<file path="src/rtl/ascensor_pkg.sv">
// ascensor_pkg
//   Definitions shared by the elevator-car blocks: the door controller,
//   the door-open timeout timer and the cabin controller.
//   - EST_* : 2-bit door-state encodings exported on control_puertas.estado
//   - estado_puerta_t : internal door FSM state
//   - codifica_estado : maps an internal state to its exported encoding
package ascensor_pkg;

    localparam logic [1:0] EST_CERRADA  = 2'b00;
    localparam logic [1:0] EST_ABIERTA  = 2'b01;
    localparam logic [1:0] EST_CERRANDO = 2'b10;
    localparam logic [1:0] EST_ABRIENDO = 2'b11;

    typedef enum logic [2:0] {
        ST_CERRADA,
        ST_ABRIENDO,
        ST_ABIERTA,
        ST_CERRANDO,
        ST_FALLA
    } estado_puerta_t;

    // FALLA has no code of its own; it shares 11 with ABRIENDO and is told
    // apart by the falla flag.
    function automatic logic [1:0] codifica_estado(input estado_puerta_t s);
        logic [1:0] e;
        e = EST_ABRIENDO;
        case (s)
            ST_CERRADA:  e = EST_CERRADA;
            ST_ABIERTA:  e = EST_ABIERTA;
            ST_CERRANDO: e = EST_CERRANDO;
            default:     e = EST_ABRIENDO;
        endcase
        return e;
    endfunction

endpackage

</file>
<file path="src/rtl/control_puertas_vigia_mov.sv">
// vigia_mov
//   Saturating movement watchdog for the door controller.
//   Ports:
//     clk    in   system clock
//     rst    in   synchronous active-high reset
//     clr    in   clear count to zero (has priority over en)
//     en     in   count one per cycle while high
//     expira out  high while the count equals MOV_MAX
//   The count saturates at MOV_MAX and never wraps.
module vigia_mov #(
    parameter int unsigned MOV_MAX = 64,
    parameter int unsigned CNT_W   = 7
) (
    input  logic clk,
    input  logic rst,
    input  logic clr,
    input  logic en,
    output logic expira
);

    localparam logic [CNT_W-1:0] LIMITE = CNT_W'(MOV_MAX);

    logic [CNT_W-1:0] cnt_q;

    always_ff @(posedge clk) begin
        if (rst || clr) begin
            cnt_q <= '0;
        end else if (en && (cnt_q != LIMITE)) begin
            cnt_q <= cnt_q + CNT_W'(1);
        end
    end

    assign expira = (cnt_q == LIMITE);

endmodule

</file>
<file path="src/rtl/control_puertas.sv">
// control_puertas
//   Door controller FSM for the elevator car.
//   Ports:
//     clk            in   system clock
//     rst            in   synchronous active-high reset
//     abrir          in   open request (level)
//     obstaculo      in   light curtain, 1 = blocked
//     fin_abierta    in   limit switch, 1 = fully open
//     fin_cerrada    in   limit switch, 1 = fully closed
//     timeout        in   door-open timer expired
//     cerrar         in   cabin close button (only with BOTON_CERRAR_EN)
//     estado         out  00 CERRADA, 01 ABIERTA, 10 CERRANDO, 11 ABRIENDO/FALLA
//     motor_abrir    out  open-motor drive
//     motor_cerrar   out  close-motor drive
//     puerta_cerrada out  1 only in CERRADA
//     falla          out  latched fault
//   Build option: define BOTON_CERRAR_EN to let cerrar close the door early
//   from ABIERTA; otherwise cerrar is ignored.
//   All outputs are registered Moore outputs decoded from the next state.
module control_puertas
    import ascensor_pkg::*;
#(
    parameter int unsigned MOV_MAX = 64,
    parameter int unsigned CNT_W   = 7
) (
    input  logic       clk,
    input  logic       rst,
    input  logic       abrir,
    input  logic       obstaculo,
    input  logic       fin_abierta,
    input  logic       fin_cerrada,
    input  logic       timeout,
    input  logic       cerrar,
    output logic [1:0] estado,
    output logic       motor_abrir,
    output logic       motor_cerrar,
    output logic       puerta_cerrada,
    output logic       falla
);

    estado_puerta_t state_q, state_d;
    logic [1:0]     estado_q;
    logic           motor_abrir_q, motor_cerrar_q, puerta_cerrada_q, falla_q;
    logic           vigia_clr, vigia_en, vigia_expira;
    logic           pedir_cierre;

`ifdef BOTON_CERRAR_EN
    assign pedir_cierre = timeout || cerrar;
`else
    logic unused_cerrar;
    assign unused_cerrar = cerrar;
    assign pedir_cierre  = timeout;
`endif

    // Watchdog restarts on every state change and runs only while the
    // door is moving.
    assign vigia_clr = (state_d != state_q);
    assign vigia_en  = (state_q == ST_ABRIENDO) || (state_q == ST_CERRANDO);

    vigia_mov #(
        .MOV_MAX (MOV_MAX),
        .CNT_W   (CNT_W)
    ) u_vigia (
        .clk    (clk),
        .rst    (rst),
        .clr    (vigia_clr),
        .en     (vigia_en),
        .expira (vigia_expira)
    );

    always_comb begin
        state_d = state_q;
        // Both limit switches active is physically impossible; treat as a
        // sensor fault ahead of every other transition.
        if ((state_q != ST_FALLA) && fin_abierta && fin_cerrada) begin
            state_d = ST_FALLA;
        end else begin
            case (state_q)
                ST_CERRADA: begin
                    if (abrir) state_d = ST_ABRIENDO;
                end
                ST_ABRIENDO: begin
                    if (fin_abierta)       state_d = ST_ABIERTA;
                    else if (vigia_expira) state_d = ST_FALLA;
                end
                ST_ABIERTA: begin
                    if (pedir_cierre && !obstaculo) state_d = ST_CERRANDO;
                end
                ST_CERRANDO: begin
                    // Reopen wins over a simultaneous fully-closed switch.
                    if (obstaculo || abrir) state_d = ST_ABRIENDO;
                    else if (fin_cerrada)   state_d = ST_CERRADA;
                    else if (vigia_expira)  state_d = ST_FALLA;
                end
                ST_FALLA: state_d = ST_FALLA;
                default:  state_d = ST_FALLA;
            endcase
        end
    end

    always_ff @(posedge clk) begin
        if (rst) begin
            state_q          <= ST_CERRADA;
            estado_q         <= EST_CERRADA;
            motor_abrir_q    <= 1'b0;
            motor_cerrar_q   <= 1'b0;
            puerta_cerrada_q <= 1'b1;
            falla_q          <= 1'b0;
        end else begin
            state_q          <= state_d;
            estado_q         <= codifica_estado(state_d);
            motor_abrir_q    <= (state_d == ST_ABRIENDO);
            motor_cerrar_q   <= (state_d == ST_CERRANDO);
            puerta_cerrada_q <= (state_d == ST_CERRADA);
            falla_q          <= (state_d == ST_FALLA);
        end
    end

    assign estado         = estado_q;
    assign motor_abrir    = motor_abrir_q;
    assign motor_cerrar   = motor_cerrar_q;
    assign puerta_cerrada = puerta_cerrada_q;
    assign falla          = falla_q;

endmodule

</file>
<file path="config.mk">
export PLATFORM = sky130hd
export DESIGN_NAME = control_puertas
export DESIGN_NICKNAME = d
export VERILOG_FILES = /design/src/rtl/ascensor_pkg.sv /design/src/rtl/control_puertas_vigia_mov.sv /design/src/rtl/control_puertas.sv
export SDC_FILE = /design/constraint.sdc
export NUM_CORES = 1
export LEC_CHECK = 0
export BUFFER_PORTS_ARGS = -buffer_cell sky130_fd_sc_hd__buf_2
export CAP_MARGIN = 20
export CORE_MARGIN = 1.5
export CORE_UTILIZATION = 58
export DETAILED_ROUTE_END_ITERATION = 16
export GPL_TIMING_DRIVEN = 1
export PLACE_DENSITY_LB_ADDON = 0.2
export SLEW_MARGIN = 20
export SYNTH_ARGS = -nofsm -noshare
export SYNTH_HDL_FRONTEND = slang
export SYNTH_SLANG_ARGS = --single-unit
export TNS_END_PERCENT = 30
</file>
<file path="constraint.sdc">
create_clock -name clk -period 2.72 [get_ports clk]
set_clock_uncertainty 0.1 [all_clocks]
set_input_delay 0.544 -clock clk [delete_from_list [all_inputs] [get_ports clk]]
set_output_delay 0.544 -clock clk [all_outputs]
set_load 0.005 [all_outputs]
</file>
**After elaboration in Yosys (flattened, before gate mapping)**

Cells that the tools add are included.

- Register bits after elaboration: 16
- Word-level logic and storage cells: 38

- Add/subtract/negate cells: 1
- Equality and inequality tests: 11
- Multiplexer cells: 9
- Reduce and logical (&&, ||, !) cells: 10

Operators by type and width:

| operator | count |
|---|---|
| $mux W3 | 7 |
| $eq A3 B2 Y1 const B | 4 |
| $pmux W3 S4 | 1 |
| $add A7 B1 Y7 const B | 1 |
| $eq A7 B7 Y1 const B | 1 |
| $ne A7 B7 Y1 const B | 1 |
| $eq A3 B1 Y1 const B | 2 |
| $logic_not A3 Y1 | 2 |
| $pmux W2 S3 | 1 |
| $logic_and A1 B1 Y1 | 4 |
| $eq A3 B3 Y1 const B | 1 |
| $logic_or A1 B1 Y1 | 3 |
| $ne A3 B3 Y1 | 1 |
| $ne A3 B3 Y1 const B | 1 |
| $logic_not A1 Y1 | 1 |

**Depth between registers and ports, before layout**

Gate-level depths: netlist of the first run.

- Depth after elaboration: 8
- Depth in mapped cells: 7

**Modules after synthesis**

A second synthesis of the first run with hierarchy kept.

- Cells, all modules: 89
- Area, all modules: 768.2 um^2

By module, submodules not included:

| module | times used | cells each | area an instance (um^2) | sequential area each (um^2) |
|---|---|---|---|---|
| control_puertas | 1 | 47 | 416.6 | 180.2 |
| vigia_mov | 1 | 42 | 351.6 | 140.1 |

**Least setup slack after synthesis of the first run**

No wires, ideal clock.

- Path kind: input to register
- From: input obstaculo
- To: register u_vigia.cnt_q[0]
- Arrival time: 1.648 ns
- Path slack: 0.899 ns
- Stages on the path: 5
- Cell sequence: or3b_1 -> a21oi_2 -> nor2_1 -> a31o_2 -> nor3_2

- Word-level cells in the longest chain between the ends: 7

Ends and longest elaborated chain:

| item | RTL line | text |
|---|---|---|
| start, declared | control_puertas.sv:29 | `input logic obstaculo,` |
| $logic_not A1 Y1 | control_puertas.sv:87 | `if (pedir_cierre && !obstaculo) state_d = ST_CERRANDO;` |
| $logic_and A1 B1 Y1 | control_puertas.sv:87 |  |
| $mux W3 | control_puertas.sv:87 |  |
| $pmux W3 S4 (*) | control_puertas.sv:78 | `case (state_q)` |
| $mux W3 (*) | control_puertas.sv:75 | `if ((state_q != ST_FALLA) && fin_abierta && fin_cerrada) begin` |
| $ne A3 B3 Y1 (*) | control_puertas.sv:57 | `assign vigia_clr = (state_d != state_q);` |
| $logic_or A1 B1 Y1 (*) | control_puertas_vigia_mov.sv:26 | `if (rst \|\| clr) begin` |
| end signal, assigned | control_puertas_vigia_mov.sv:29 | `cnt_q <= cnt_q + CNT_W'(1);` |
| end, declared | control_puertas_vigia_mov.sv:23 | `logic [CNT_W-1:0] cnt_q;` |

Every way passes the cells marked *; elsewhere a longest branch is shown, timed or not.
A chain may end at the register's enable or synchronous reset.

**Final worst setup path of the first run**

- From: register u_vigia.cnt_q[1]
- To: register estado_q[0], in the netlist estado[0]

- Word-level cells in the longest chain between the ends: 8

Ends and longest elaborated chain:

| item | RTL line | text |
|---|---|---|
| $eq A7 B7 Y1 (*) | control_puertas_vigia_mov.sv:33 | `assign expira = (cnt_q == LIMITE);` |
| $mux W3 (*) | control_puertas.sv:84, control_puertas.sv:93 |  |
| $mux W3 | control_puertas.sv:92 | `else if (fin_cerrada) state_d = ST_CERRADA;` |
| $mux W3 | control_puertas.sv:91 | `if (obstaculo \|\| abrir) state_d = ST_ABRIENDO;` |
| $pmux W3 S4 (*) | control_puertas.sv:78 |  |
| $mux W3 (*) | control_puertas.sv:75 |  |
| $eq A3 B2 Y1 or $logic_not A3 Y1 (tied branches) | ascensor_pkg.sv:27 | `case (s)` |
| $pmux W2 S3 (*) | ascensor_pkg.sv:27 |  |
| end signal, assigned | control_puertas.sv:111 | `estado_q <= codifica_estado(state_d);` |
| end, declared | control_puertas.sv:42 | `logic [1:0] estado_q;` |

Marked as above.

==> results of run 1 <==
kinds of logic after synthesis:
| family | synth area share |
|---|---|
| AND/OR/NAND/NOR | 0.294 |
| adder cells (fa/ha/maj) | 0.0280 |
| XOR/XNOR | 0.0588 |
| buffers and inverters | 0.0364 |
| multiplexers | 0.0112 |
| flip-flops | 0.358 |
| AO/OA/AOI/OAI | 0.214 |
through the flow:
step	instance area [um2]	hold WS, ns
final	996	0.398
after global routing	996	0.405
after CTS	996	0.395
after detailed placement	960	0.480
after global placement	960	0.468
after floorplan	895	0.427
synthesized netlist by cell type, drive strengths merged:
master   instances  area, um2
nor4             1       6.26
nand4            1       6.26
nor3             9       80.1
nor4b            1       23.8
xnor2            3       26.3
a31o             1       8.76
ha               2       25.0
a211oi           3       40.0
o21bai           1       11.3
nor2b            3       18.8
clkbuf           1       3.75
or3b             1       8.76
a21boi           1       7.51
nand3            2       10.0
o21a             1       8.76
xor2             3       26.3
o2111ai          1       8.76
nand2b           6       37.5
dfxtp           16        320
nand2            5       18.8
a21oi            8       47.6
a211o            1       8.76
inv              5       18.8
o21ai            1       5.00
nor2             8       30.0
a21o             1       7.51
mux2i            1       10.0
o32ai            2       25.0
buf              2       10.0
a31oi            1       12.5
nand3b           3       22.5
worst max-delay path by stage:
stage,startpoint,end,slack (ns)
floorplan,obstaculo,u_vigia.cnt_q[0],0.90
global placement,obstaculo,u_vigia.cnt_q[1],0.71
detailed placement,fin_cerrada,puerta_cerrada,0.68
CTS,u_vigia.cnt_q[1],estado[0],0.75
global route,u_vigia.cnt_q[1],estado[0],0.60
finish,u_vigia.cnt_q[1],estado[0],0.75
per-layer routing:
layer	part of all wire	vias to the layer above	wire length, um	track usage
li1	-	361	-	-
met5	0	-	0	0
met2	0.48	18	792	0.338
met4	0.010	0	17	0.0688
met1	0.46	321	755	0.268
met3	0.056	2	92	0.0431
sequential cells by signal (all words and copies together), names as in the netlist:
signal and count:
falla 1, estado 2, u_vigia.cnt_q 7, puerta_cerrada 1, state_q 3, motor_cerrar 1, motor_abrir 1
final cells by class:
type	instances	area (um2)
clock buffer	4	36.3
fill	124	370
inverter	5	18.8
multi-input combinational	71	542
sequential	16	320
tap	15	18.8
timing repair buffer	12	60.1
worst reg2reg max path, delay by kind of cell, from the launching register on:
family	cells	cell delay, ns
compound gates	2	0.55
simple gates	2	0.49
flops	1	0.34
fa+ha+maj	1	0.17
xor+xnor	1	0.11
buf+inv	1	0.10
cell usage in the layout, fill, tap and decap left out, drive strengths merged, types with 2 or more instances in the layout:
cell / n
buf: 12
nand3: 2
nand2: 5
nor2b: 3
ha: 2
xor2: 3
nand3b: 3
a211oi: 3
o32ai: 2
xnor2: 3
clkbuf: 4
inv: 5
nor2: 8
nand2b: 6
dfxtp: 16
nor3: 9
a21oi: 8
power breakdown:
| part | total (uW) | internal (uW) | switching, uW |
|---|---|---|---|
| logic | 72.4 | 33.1 | 39.3 |
| registers | 255 | 245 | 10.0 |
| clock network | 157 | 81.4 | 75.5 |
==> summary.md, run 1 <==
| Metric | Value |
|---|---|
| Worst r2r src | `u_vigia.cnt_q[1]` |
| Max incr delay on CP | `between 0.3 and 0.4 ns` |
| Hold Startpoint | `rst` |
| Grt ovf | `0` |
| # H-tree levels | `1` |
| Critical path depth in cells | `7` |
| # clock sinks | `16` |
| Synth cell types | `36` |
| R2R cell count | `7` |
| Final Power | `~480 uW` |
| CP startpoint kind | `flop` |
| Number of global-route vias before repair | `694` |
| Min-delay worst type | `in -> reg` |
| Setup TNS Final | `0 ns` |
| Largest net degree at the start of global routing | `14` |
| Post-CTS Resized | `0` |
| Syn nets | `105` |
| DRC | `0` |
| Layout cells sized above 1 | `0.306` |
| WP buf/inv | `1` |
| CP arrival | `between 2 and 2.5 ns` |
| Gate Count Post-Synth | `95` |
| RSZ-0062 raised after global routing | `no` |
| Die width | `42.3 um` |
| Status | `finished clean` |
| CTS tree | `yes` |
| Placed insts | `roughly 120` |
| Actual slew at the worst max-slew pin | `roughly 0.47 ns` |
| WP data required | `2.80 ns` |
| Hold buffers post-CTS | `0` |
| IO Pins | `14` |
| TritonRoute pass-1 iters | `4` |
| Fin crit period | `between 1.5 and 2 ns` |
| Final hold vios | `0` |
| CTS max path bufs | `2` |
| Max Slew Vio Count | `0` |
| Post-route setup slack | `around 0.75 ns` |
| Setup violators final | `0` |
| Port Buf Inserts | `12` |
| Die Footprint | `1790 um2` |
| Seq/Total Area, Yosys | `0.358` |
| P per Cell Area | `between 400 and 500 nW/um2` |
| Final cell count without fillers | `between 100 and 150` |
| DRT Wirelength | `around 1700 um` |
| Largest delay contributor family on the critical path | `compound AO/OA/AOI/OAI gates` |
| Initial antenna violation count | `0` |
| Mapped Area | `slightly below 900 um2` |
| Mean post-synth cell area | `roughly 9.4 um2` |
| Final Util | `0.729` |
| Total number of vias | `~700` |
| Post-CTS Setup Bufs | `0` |
| End of the worst hold path | `falla` |
| Vias per cell | `around 5.7` |
| GRT Total Usage | `0.206` |
| Detailed placement HPWL | `around 1300 um` |
| Die Ht | `42.3 um` |
| CP endpoint kind | `flop` |
| Max-cap viol count | `0` |
| CP Cell Sequence | `inv_1 > ha_1 > nor4b_4 > nand2_1 > a31oi_2 > xor2_1 > a21o_1` |
| Final GP Congestion | `between 0.8 and 0.9` |
| IR drop worst, VDD | `roughly 570 uV` |
| Row Count | `13` |
| FMAX | `slightly above 500 MHz` |
| Clock latency on the worst-skew pair | `between 0.2 and 0.3 ns` |
| Iter 0 DRT Violations | `13` |
| Worst R2R End | `estado[0]` |
| Fin crit share | `0.725` |
| Global-route wire length before repair | `2860 um` |
| Critical path class | `reg -> reg` |
| WL/cell | `~13 um` |
| CTS root buf | `clkbuf_4` |
| Area growth, synth to finish | `11.3%` |
| Slowest CP cell | `a31oi_2` |
| Core Box Area | `around 1400 um2` |
| ANT cells | `0` |
| Cts bufs inserted | `3` |
| Synth warn | `0` |
| Slew HR | `0.689` |
| Pre-CTS setup slack | `0.676 ns` |
| Leak | `between 0.0003 and 0.0004 uW` |
| Reg2reg setup slack | `roughly 0.75 ns` |
| Yosys reg bits | `16` |
| Clock-pin slew on the worst setup and hold paths | `about 0.1 ns` |
| Worst hold path cell count | `2` |
| Worst-path fanout max | `5` |
| Post-DRT Antenna Nets | `0` |
| NumNets Final | `~120` |
| Starting Density | `0.655` |
Note: power is estimated with default switching activity, not from simulation.
==> run 2: changes to the inputs <==
--- a/config.mk
+++ b/config.mk
@@ -7,8 +7,9 @@
 export LEC_CHECK = 0
 export BUFFER_PORTS_ARGS = -buffer_cell sky130_fd_sc_hd__buf_2
 export CAP_MARGIN = 20
+export CORE_ASPECT_RATIO = 1.25
 export CORE_MARGIN = 1.5
-export CORE_UTILIZATION = 58
+export CORE_UTILIZATION = 54
 export DETAILED_ROUTE_END_ITERATION = 16
 export GPL_TIMING_DRIVEN = 1
 export PLACE_DENSITY_LB_ADDON = 0.2
==> constraint.sdc (replaced) <==
create_clock -name clk -period 2.02 [get_ports clk]
set_clock_uncertainty 0.1 [all_clocks]
set_input_delay 0.404 -clock clk [delete_from_list [all_inputs] [get_ports clk]]
set_output_delay 0.404 -clock clk [all_outputs]
set_load 0.005 [all_outputs]
==> run 2 against run 1 <==
  * Die area grew 6.9%
  * Routed wire length shrank 2.2%
  * Sequential share of layout area shrank 0.67 points
  * Fmax grew 4.3%
  * Global-route usage shrank 1.7 points
  * Final area grew 2.1%
==> summary.md, run 2 (synthesis gave the netlist of run 1 again) <==
| Metric | Value |
|---|---|
| Status | `finished clean` |
| WL/cell | `12.7 um (-6.1%)` |
| Setup violators final | `0 (unchanged)` |
| IR drop worst, VDD | `627 uV (+9.6%)` |
| Grt ovf | `0 (unchanged)` |
| CTS root buf | `clkbuf_4` |
| Largest delay contributor family on the critical path | `compound AO/OA/AOI/OAI gates` |
| CP startpoint kind | `flop` |
| CTS max path bufs | `2 (unchanged)` |
| Commonest non-fill, non-tap cell in the layout | `dfxtp_1` |
| Cts bufs inserted | `3 (unchanged)` |
| Met3 routed WL | `26 um (-72%)` |
| Vias per cell | `5.54 (-2.9%)` |
| Number of global-route vias before repair | `651 (-6.2%)` |
| Most frequent cells in the layout | `16 x dfxtp_1, 12 x buf_2, 8 x nor2_1` |
| Leak | `0.000402 uW (+2.8%)` |
| Post-CTS Resized | `0 (unchanged)` |
| WP buf/inv | `1 (unchanged)` |
| Initial antenna violation count | `0 (unchanged)` |
| Total number of vias | `709 (+1.0%)` |
| Row Count | `16 (+3)` |
| Fin crit share | `0.936 (+0.211)` |
| Clock latency on the worst-skew pair | `0.28 ns (about the same)` |
| RSZ-0062 raised after global routing | `yes` |
| Highest routed metal layer | `met4` |
| FMAX | `529 MHz (+4.3%)` |
| Min-delay worst type | `in -> reg` |
| Layout cells sized above 1 | `0.327 (+0.0217)` |
| # H-tree levels | `1 (unchanged)` |
| Final GP Congestion | `0.794 (-1.8%)` |
| Final Util | `0.651 (-0.0775)` |
| DRT Wirelength | `1620 um (-2.2%)` |
| Worst-path fanout max | `5 (unchanged)` |
| NumNets Final | `121 (+1.7%)` |
| Die width | `39.4 um (-6.8%)` |
| WP data required | `2.10 ns (-0.70 ns)` |
| CP endpoint kind | `flop` |
| Slew HR | `0.702 (+0.0126)` |
| Largest net degree at the start of global routing | `14 (unchanged)` |
| Starting Density | `0.573 (-0.0818)` |
| Max incr delay on CP | `0.36 ns (about the same)` |
| Area growth, synth to finish | `13.7%` |
| Reg with most FFs | `u_vigia.cnt_q` |
| GRT Total Usage | `0.190 (-0.0167)` |
| Core Box Area | `1560 um2 (+14%)` |
| P per Cell Area | `639 nW/um2 (+31%)` |
| Detailed placement HPWL | `1260 um (-1.4%)` |
| DRC | `0 (unchanged)` |
| DRT met1 WL | `717 um (-5.0%)` |
| ANT cells | `0 (unchanged)` |
| Clock-pin slew on the worst setup and hold paths | `0.10 ns (about the same)` |
| Filler cells | `145 (+17%)` |
| Iter 0 DRT Violations | `16 (+3)` |
| Slowest CP cell | `dfxtp_1` |
| # clock sinks | `16 (unchanged)` |
| Max-cap viol count | `0 (unchanged)` |
| CTS tree | `yes` |
| Hold buffers post-CTS | `0 (unchanged)` |
| CP arrival | `1.97 ns (-0.08 ns)` |
| TritonRoute pass-1 iters | `4 (unchanged)` |
| Die Ht | `48.5 um (+15%)` |
| Critical path class | `reg -> reg` |
| Post-CTS Setup Bufs | `0 (unchanged)` |
| Final hold vios | `0 (unchanged)` |
| Max Slew Vio Count | `0 (unchanged)` |
| Post-DRT Antenna Nets | `0 (unchanged)` |
| Largest register FFs | `7 (unchanged)` |
| Metal2 WL | `866 um (+9.3%)` |
| Global-route wire length before repair | `2660 um (-7.2%)` |
| IO Pins | `14 (unchanged)` |
| Port Buf Inserts | `12 (unchanged)` |
| Final hold slack | `0.262 ns (-0.137 ns)` |
| Die Footprint | `1910 um2 (+6.9%)` |
| Actual slew at the worst max-slew pin | `0.447 ns (-0.0188 ns)` |
| Fin crit period | `1.89 ns (-0.0820 ns)` |
| CP Cell Sequence | `inv_1 > ha_1 > nor4b_4 > a21oi_2 > a211oi_4 > xor2_1 > a21o_1` |
==> run 2: changes by cell type in the layout (fill, tap and decap cells not counted) <==
cell | before | now
nand2_2 | 0 | 1
buf_4 | 0 | 2
nand2_1 | 5 | 4
==> run 2: path summary, 6_finish.rpt <==
kind         depth (start not counted)             start          endpoint  slack, ns
max reg2reg                          7  u_vigia.cnt_q[0]         estado[0]       0.13
max                                  7  u_vigia.cnt_q[0]         estado[0]       0.13
min                                  2               rst             falla       0.26
min reg2reg                          2  u_vigia.cnt_q[6]  u_vigia.cnt_q[6]       0.49
==> run 2: cell type report <==
type	instances	area, um2	area share
well taps	18	22.5	0.0221
flip-flops and latches	16	320	0.315
multi-input cells	71	544	0.535
repair buffers	14	75.1	0.0738
inverters	5	18.8	0.0185
clock buffers	4	36.3	0.0357
==> run 2: where the power goes <==
| group | total, uW | internal (uW) | switching, uW | leakage [uW] |
|---|---|---|---|---|
| combinational | 104 | 47.0 | 56.6 | 0.000250 |
| sequential | 340 | 330 | 10.1 | 0.000131 |
| clock | 207 | 109 | 97.3 | 0.0000210 |
| total | 650 | 486 | 164 | 0.000402 |
==> run 2: per-stage QoR <==
step / total power [uW] / cells / cell area (um2) / setup WS, ns / TNS [ns]
final: 650 / 128 / 1020 / 0.130 / 0
after floorplan: 418 / 95 / 895 / 0.339 / 0
after global placement: 448 / 124 / 978 / 0.162 / 0
after CTS: 659 / 128 / 1010 / 0.0850 / 0
after detailed placement: 451 / 124 / 978 / 0.106 / 0
after global routing: 683 / 128 / 1020 / -0.0146 / -0.0146
==> run 2: layer usage <==
metal  track usage  vias to the layer above
met2         0.328                        6
li1              -                      366
met1         0.240                      335
met3        0.0413                        2
met5             0                        -
met4        0.0172                        0
